File: config.mk
export PLATFORM = sky130hd
export DESIGN_NAME = alu_issue_stage
export DESIGN_NICKNAME = d
export VERILOG_FILES = /design/src/rtl/alu_pkg.sv /design/src/rtl/alu_lat_counter.sv /design/src/rtl/alu_issue_stage.sv
export SDC_FILE = /design/constraint.sdc
export NUM_CORES = 1
export LEC_CHECK = 0
export CAP_MARGIN = 0
export CORE_UTILIZATION = 36
export DETAILED_ROUTE_END_ITERATION = 12
export GPL_ROUTABILITY_DRIVEN = 0
export PLACE_DENSITY = 0.83
export REMOVE_ABC_BUFFERS = 1
export SYNTH_ARGS = -nofsm -noshare
export SYNTH_HDL_FRONTEND = slang
export SYNTH_HIERARCHICAL = 1
export SYNTH_SLANG_ARGS = --single-unit
File: constraint.sdc
create_clock -name clock -period 1.9 [get_ports clock]
set_input_delay 0.285 -clock clock [delete_from_list [all_inputs] [get_ports clock]]
set_output_delay 0.285 -clock clock [all_outputs]
set_load 0.03 [all_outputs]
File: src/rtl/alu_pkg.sv
// Shared opcode constants, FSM encoding and opcode helpers for the ALU issue stage.
package alu_pkg;

    localparam int unsigned ALU_AND  = 1;
    localparam int unsigned ALU_OR   = 2;
    localparam int unsigned ALU_NOT  = 3;
    localparam int unsigned ALU_XOR  = 4;
    localparam int unsigned ALU_NOR  = 5;
    localparam int unsigned ALU_NEG  = 6;
    localparam int unsigned ALU_ROL  = 7;
    localparam int unsigned ALU_ROR  = 8;
    localparam int unsigned ALU_SHL  = 9;
    localparam int unsigned ALU_SHR  = 10;
    localparam int unsigned ALU_SHRA = 11;
    localparam int unsigned ALU_ADD  = 12;
    localparam int unsigned ALU_SUB  = 13;
    localparam int unsigned ALU_MUL  = 14;
    localparam int unsigned ALU_DIV  = 15;

    localparam int unsigned SEL_ARG_W = 32;
    localparam int unsigned LAT_CNT_W = 4;

    typedef enum logic [1:0] {
        ST_IDLE = 2'd0,
        ST_EXEC = 2'd1,
        ST_HOLD = 2'd2
    } state_t;

    // Opcodes that need the multi-cycle execute window.
    function automatic logic is_muldiv(input logic [SEL_ARG_W-1:0] sel);
        return (sel == SEL_ARG_W'(ALU_MUL)) || (sel == SEL_ARG_W'(ALU_DIV));
    endfunction

    function automatic logic is_legal(input logic [SEL_ARG_W-1:0] sel);
        return (sel >= SEL_ARG_W'(ALU_AND)) && (sel <= SEL_ARG_W'(ALU_DIV));
    endfunction

endpackage

File: src/rtl/alu_lat_counter.sv
// Loadable down-counter that paces the execute window; zero_c flags expiry.
module alu_lat_counter
    import alu_pkg::*;
(
    input  logic                 clk,
    input  logic                 rst_n,
    input  logic                 load,
    input  logic                 en,
    input  logic [LAT_CNT_W-1:0] load_val,
    output logic                 zero_c
);

    logic [LAT_CNT_W-1:0] count;

    always_ff @(posedge clk or negedge rst_n) begin
        if (!rst_n) begin
            count <= '0;
        end else if (load) begin
            count <= load_val;
        end else if (en && (count != '0)) begin
            count <= count - LAT_CNT_W'(1);
        end
    end

    assign zero_c = (count == '0);

endmodule

File: src/rtl/alu_issue_stage.sv
// Issue stage: registers one request onto the external ALU, waits out its latency,
// then holds the captured result until downstream takes it.
module alu_issue_stage
    import alu_pkg::*;
#(
    parameter int unsigned DATA_WIDTH = 32,
    parameter int unsigned SEL_WIDTH  = 16,
    parameter int unsigned MULDIV_LAT = 4
) (
    input  logic                  clock,
    input  logic                  clear,
    input  logic                  in_valid,
    output logic                  in_ready,
    input  logic [DATA_WIDTH-1:0] op_a,
    input  logic [DATA_WIDTH-1:0] op_b,
    input  logic [SEL_WIDTH-1:0]  op_sel,
    output logic [DATA_WIDTH-1:0] alu_A,
    output logic [DATA_WIDTH-1:0] alu_B,
    output logic [SEL_WIDTH-1:0]  alu_Sel,
    input  logic [DATA_WIDTH-1:0] alu_ZHigh,
    input  logic [DATA_WIDTH-1:0] alu_ZLow,
    output logic                  out_valid,
    input  logic                  out_ready,
    output logic [DATA_WIDTH-1:0] z_high,
    output logic [DATA_WIDTH-1:0] z_low,
    output logic                  err
);

    localparam logic [LAT_CNT_W-1:0] MD_LOAD = LAT_CNT_W'(MULDIV_LAT - 1);

    state_t state, state_nxt;
    logic   accept, capture, done;
    logic   cnt_zero, cnt_en;
    logic [LAT_CNT_W-1:0] cnt_load_val;

    always_ff @(posedge clock or negedge clear) begin
        if (!clear) state <= ST_IDLE;
        else        state <= state_nxt;
    end

    // Next-state and handshake strobes.
    always_comb begin
        state_nxt = state;
        in_ready  = 1'b0;
        accept    = 1'b0;
        capture   = 1'b0;
        done      = 1'b0;
        case (state)
            ST_IDLE: begin
                in_ready = 1'b1;
                if (in_valid) begin
                    accept    = 1'b1;
                    state_nxt = ST_EXEC;
                end
            end
            ST_EXEC: begin
                if (cnt_zero) begin
                    capture   = 1'b1;
                    state_nxt = ST_HOLD;
                end
            end
            ST_HOLD: begin
                if (out_ready) begin
                    done      = 1'b1;
                    state_nxt = ST_IDLE;
                end
            end
            default: state_nxt = ST_IDLE;
        endcase
    end

    assign cnt_en       = (state == ST_EXEC) && !cnt_zero;
    assign cnt_load_val = is_muldiv(SEL_ARG_W'(op_sel)) ? MD_LOAD : '0;

    alu_lat_counter u_lat_counter (
        .clk      (clock),
        .rst_n    (clear),
        .load     (accept),
        .en       (cnt_en),
        .load_val (cnt_load_val),
        .zero_c   (cnt_zero)
    );

    // Operand launch, result capture and output valid.
    always_ff @(posedge clock or negedge clear) begin
        if (!clear) begin
            alu_A     <= '0;
            alu_B     <= '0;
            alu_Sel   <= '0;
            z_high    <= '0;
            z_low     <= '0;
            err       <= 1'b0;
            out_valid <= 1'b0;
        end else begin
            if (accept) begin
                alu_A   <= op_a;
                alu_B   <= op_b;
                alu_Sel <= op_sel;
            end
            if (capture) begin
                alu_Sel   <= '0;
                out_valid <= 1'b1;
                if (is_legal(SEL_ARG_W'(alu_Sel))) begin
                    z_high <= alu_ZHigh;
                    z_low  <= alu_ZLow;
                    err    <= 1'b0;
                end else begin
                    z_high <= '0;
                    z_low  <= '0;
                    err    <= 1'b1;
                end
            end
            if (done) begin
                out_valid <= 1'b0;
            end
        end
    end

endmodule

== After elaboration in Yosys (flattened, before gate mapping) ==
Index checks and enable logic that the tools add are counted.

* Register bits: 152
* Input port bits: 148
* Output and inout bits: 147
* Word-level logic and storage cells: 52

* Add/subtract/negate cells: 1
* $lt $le $gt $ge: 2
* Equal/unequal tests: 7
* Mux-type cells: 21
* Reduce and logical (&&, ||, !) cells: 12

{| class="wikitable"
|+ Operator list
! cell !! number
|-
| 32-bit 2-to-1 mux || 2
|-
| 16-bit by 4-bit equality test with 1-bit output (second input constant) || 2
|-
| 16-bit 2-to-1 mux || 2
|-
| 16-bit by 1-bit >= comparator with 1-bit output (second input constant) || 1
|-
| 16-bit by 4-bit <= comparator with 1-bit output (second input constant) || 1
|-
| 1-bit 2-to-1 mux || 10
|-
| 2-bit 2-to-1 mux || 4
|-
| 4-bit 2-to-1 mux || 2
|-
| 2-bit inequality test (second input constant) || 3
|-
| 2-bit case mux with 3 select lines || 1
|-
| 2-bit nonzero test || 3
|-
| 4-bit logical NOT || 1
|-
| 4-bit nonzero test || 1
|-
| 4-bit by 1-bit subtractor with 4-bit output (second input constant) || 1
|-
| 1-bit logical AND || 3
|-
| 3-bit AND reduction || 1
|-
| 2-bit by 1-bit equality test with 1-bit output (second input constant) || 1
|-
| 2-bit equality test (second input constant) || 1
|-
| 2-bit logical NOT || 1
|-
| 1-bit logical NOT || 1
|-
| 1-bit logical OR || 1
|}

== Logic depth before layout (Yosys ltp) ==
* Depth in word-level cells: 6
* Depth in mapped cells: 8
* Mapped depth without buffers: 7

== Cells and area by module ==
Netlist, hierarchy kept.

{| class="wikitable"
|+ Modules (own cells, without submodules)
! module !! times used !! cells each !! area an instance (µm²)
|-
| alu_issue_stage || 1 || 351 || 5559.1
|-
| alu_lat_counter || 1 || 27 || 270.3
|}

== Least setup slack after synthesis ==
No wires, ideal clock.

* Path type: register to register
* From: reg u_lat_counter.count[0]
* To: reg u_lat_counter.count[1]
* Library setup time: 0.080 ns
* Arrival time: 1.824 ns
* Required time: 1.820 ns
* Path slack: -0.005 ns
* Cell stages (with the launch flop): 8
* Buffers on the path: 0
* Path through: dfrtp_1 -> inv_1 -> ha_1 -> nor3b_2 -> nor3b_1 -> inv_1 -> or4_1 -> o211ai_2

* Longest elaborated chain between the ends: 5
* Elaborated cells between the ends (all ways): 9
* Classes of those cells: 1 x add/sub; 2 x mux; 6 x reduce/logical

{| class="wikitable"
|+ RTL lines
! what !! RTL line !! RTL
|-
| from (decl) || alu_lat_counter.sv:13 || <nowiki>logic [LAT_CNT_W-1:0] count;</nowiki>
|-
| from (signal assigned) || alu_lat_counter.sv:19 || <nowiki>count <= load_val;</nowiki>
|-
| from (signal assigned) || alu_lat_counter.sv:21 || <nowiki>count <= count - LAT_CNT_W'(1);</nowiki>
|-
| 4-bit logical NOT || alu_lat_counter.sv:25 || <nowiki>assign zero_c = (count == '0);</nowiki>
|-
| via cnt_zero || alu_issue_stage.sv:33 || <nowiki>logic cnt_zero, cnt_en;</nowiki>
|-
| 1-bit logical NOT || alu_issue_stage.sv:72 || <nowiki>assign cnt_en = (state == ST_EXEC) && !cnt_zero;</nowiki>
|-
| 1-bit logical AND || alu_issue_stage.sv:72 ||
|-
| via cnt_en || alu_issue_stage.sv:33 ||
|-
| 1-bit logical AND || alu_lat_counter.sv:20 || <nowiki>end else if (en && (count != '0)) begin</nowiki>
|-
| 2-bit nonzero test (no source line) || n/a ||
|}

The timed path passes the listed nets, and every way through them passes these cells. The select of a mux whose other input is x is not followed.
A chain may end at the register's enable or synchronous reset.

== Worst setup path in the final report ==
* From: reg u_lat_counter.count[1]
* To: reg u_lat_counter.count[1]

Same word-level chain as after synthesis.

==> results.ini <==
[cells_and_area]
stdcell_area_um2 = 9853
area_delta_synth_final_pct = 69.03
nNetsFinal = 835
multi_input_area_um2 = 1862
layout-drive-gt1-share_pct = 19.17
fillers = 1198
finalNonFillerCells = 915
final_util_pct = 62.25
seqCellArea_um2 = 3804
diodes = 0

[detailed_routing]
ant_nets = 0
first_pass_iters = 4
detail_route.wirelength_um = 18040
drt_iter0_markers = 200
num_vias = 4753
route.detailed.drc = 0
viasPerCell = 5.195
routedWlPerCell_um = 19.72

[sta]
fmax_mhz = 527.0
fin_worst_skew_ns = 0.006438
hold_slack_ns = 0.3225
finalSetupViolations = 0
maxSlewHeadroom_pct = 54.51
rsz0062_at_grt = yes
timing.final.crit_share_pct = 99.86
tightest_slew_ns = 0.6816
min_period_ns = 1.897
hold_violations = 0
slew_violations = 0

[power_and_ir_drop]
p_switching_w = 0.005927
p_int_w = 0.009788
peakVddDrop_mv = 1.007
seq_power_share_pct = 31.6
p_sw_share_pct = 37.71
comb_power_share_pct = 46.4
leakagePower_nw = 4.095
powerDensity_nw_per_um2 = 1595
clockPowerShare_pct = 22.0

[synthesis]
synth_ff_type = dfrtp_1
avgSynthCellArea_um2 = 15.42
yosysUniqueCellTypes = 34
synth_edf_count = 0
yosys_warnings = 6
yosysTopAreaCellShare_pct = 65.25
syn-cell-area_um2 = 5829
synth_most_common_cell = dfrtp_1
synth-async-reset-ratio_pct = 100.0
synth_area_leader_cell = dfrtp_1
yosys-top-cells-count = dfrtp_1 (152), a32o_1 (64), mux2_2 (64), a22o_1 (16), buf_2 (10)
yosysSeqAreaShare_pct = 65.25
postSynthCellCount = 378
yosys_register_bits = 152
ys_top_cells_by_area = dfrtp_1 (65%), mux2_2 (12%), a32o_1 (11%), a22o_1 (2.4%), buf_6 (1.2%)

[grt]
met2_usage_pct = 38.68
grt_pass1_vias = 5164
grt_max_degree = 70
grtUsageTotal_pct = 21.42
grt_antenna_before_repair = 0
grt_remaining_overflow = 0
grt_pass1_wl_um = 26880
grt_util_met1_pct = 22.69
top_usage_layer = met2
grt_use_met3_pct = 7.267

[clock_network]
insertion_delay_ns = 0.42
cts_root_buf = clkbuf_16
clock_path_buffers = 2
cts.sinks = 152
clkTransAtPathRegs_ns = 0.06
cts_tree = done
cts_htree_levels = 4
numCtsBuffers = 17

[critical_path]
cp_max_fo = 5
path_cells = inv_1, ha_2, nor3b_4, buf_4, nor3b_2, buf_4, inv_2, or4_4, o211ai_2
crit_slowest_cell = or4_4
cp-end-kind = flop
crit_top_cell = buf_4
required_ns = 2.24
cpPeakStageDelay_ns = 0.47
critPathKind = reg2reg
worstPathArrival_ns = 2.24
startpoint_type = flop

[placement]
dpl_cell_area_um2 = 9037
portBuffers = 294
hpwl_um = 11920
place_inst = 872

[die]
core_um2 = 15830
ios = 295
start_util_pct = 36.83
row_count = 46
dieWidth_um = 129.3
die_y_um = 129.3
die_area_um2 = 16710

[worst_hold_path]
worstHoldPathType = in2async

[outcome]
outcome = finished clean

[flow_run]
maxCapViolCount = 0

final cells by class:
type | instances | area share, %
clock buffers | 20 | 4.635
repair buffers | 320 | 33.46
flip-flops and latches | 152 | 38.60
well taps | 216 | 2.743
clock inverters | 12 | 1.511
multi-input cells | 191 | 18.90
inverters | 4 | 0.1524
layer usage:
layer  vias to the layer above  routed length [um]
met5                         -                   0
met4                         0                 456
met3                        32                1228
met2                       202                9258
met1                      2430                7099
li1                       2089                   -
power groups by stage:
stage / combinational (W) / sequential (W) / clock (W)
floorplan: 0.00171 / 0.00682 / 0
global placement: 0.00687 / 0.00491 / 0
detailed placement: 0.00706 / 0.00498 / 0
CTS: 0.00721 / 0.00496 / 0.00353
global route: 0.00765 / 0.00509 / 0.00368
finish: 0.00729 / 0.00496 / 0.00346
layout by cell type, fill, tap and decap left out, drive strengths merged, types with 5 or more instances in the layout:
| cell type | synthesis | layout |
|---|---|---|
| a22o | 16 | 16 |
| nor2 | 6 | 6 |
| dfrtp | 152 | 152 |
| buf | 24 | 24 |
| nand2 | 5 | 5 |
| inv | 4 | 5 |
| mux2 | 64 | 64 |
| clkdlybuf4s50 | 0 | 292 |
| a32o | 64 | 64 |
| clkbuf | 8 | 22 |
critical path: cells and delay by family, from the launching register on:
kind	cells	cell delay [ns]
AOI/OAI and AO/OA	1	0.08
adders and majority gates	1	0.17
buffers and inverters	4	0.42
DFF	1	0.36
and+or+nand+nor	3	0.79
metrics by stage:
| step | worst slack (ns) | power (W) | setup TNS, ns |
|---|---|---|---|
| after floorplan | -6.909 | 0.008534 | -682.12 |
| after global placement | -0.01984 | 0.01178 | -0.4229 |
| after detailed placement | -0.1819 | 0.01204 | -5.066 |
| after CTS | 0.01564 | 0.01569 | 0 |
| after global routing | -0.05553 | 0.01642 | -2.809 |
| final | 0.002633 | 0.01572 | 0 |
flip-flops by register name, indices dropped and copies added (netlist names):
register and flops:
alu_B 32, z_high 32, alu_Sel 16, err 1, state 2, z_low 32, out_valid 1, alu_A 32
u_lat_counter/count 4
worst paths after layout:
| kind | start | to | slack [ns] | cells after the start |
|---|---|---|---|---|
| max | u_lat_counter/count[1] | u_lat_counter/count[1] | 0.003 | 9 |
| min | clear | z_low[0] | 0.32 | 2 |
| max reg2reg | u_lat_counter/count[1] | u_lat_counter/count[1] | 0.003 | 9 |
| min reg2reg | z_high[2] | z_high[2] | 0.49 | 1 |
| max in group asynchronous | clear | z_low[11] | 0.91 | 3 |
| min in group clock | op_b[23] | alu_B[23] | 0.47 | 2 |
kinds of logic after synthesis:
group | Yosys count | share of synthesized area [%]
buffers and inverters | 36 | 3.756
DFF | 152 | 65.25
other | 1 | 0.06433
adders and majority gates | 1 | 0.2146
muxes | 64 | 12.36
AOI/OAI and AO/OA | 91 | 14.70
and+or+nand+nor | 33 | 3.649
timing repair:
| action | in CTS | in global routing |
|---|---|---|
| hold buffers | 1 | 0 |
| buffers inserted | 4 | 1 |
| endpoints found under the hold margin | 27 | 0 |
| cloned | 2 | 3 |
| endpoints found under the setup margin | 82 | 70 |
| pin swaps | 2 | 10 |
| gates resized for setup | 6 | 10 |
No activity file was read; power rests on OpenSTA's default activity.
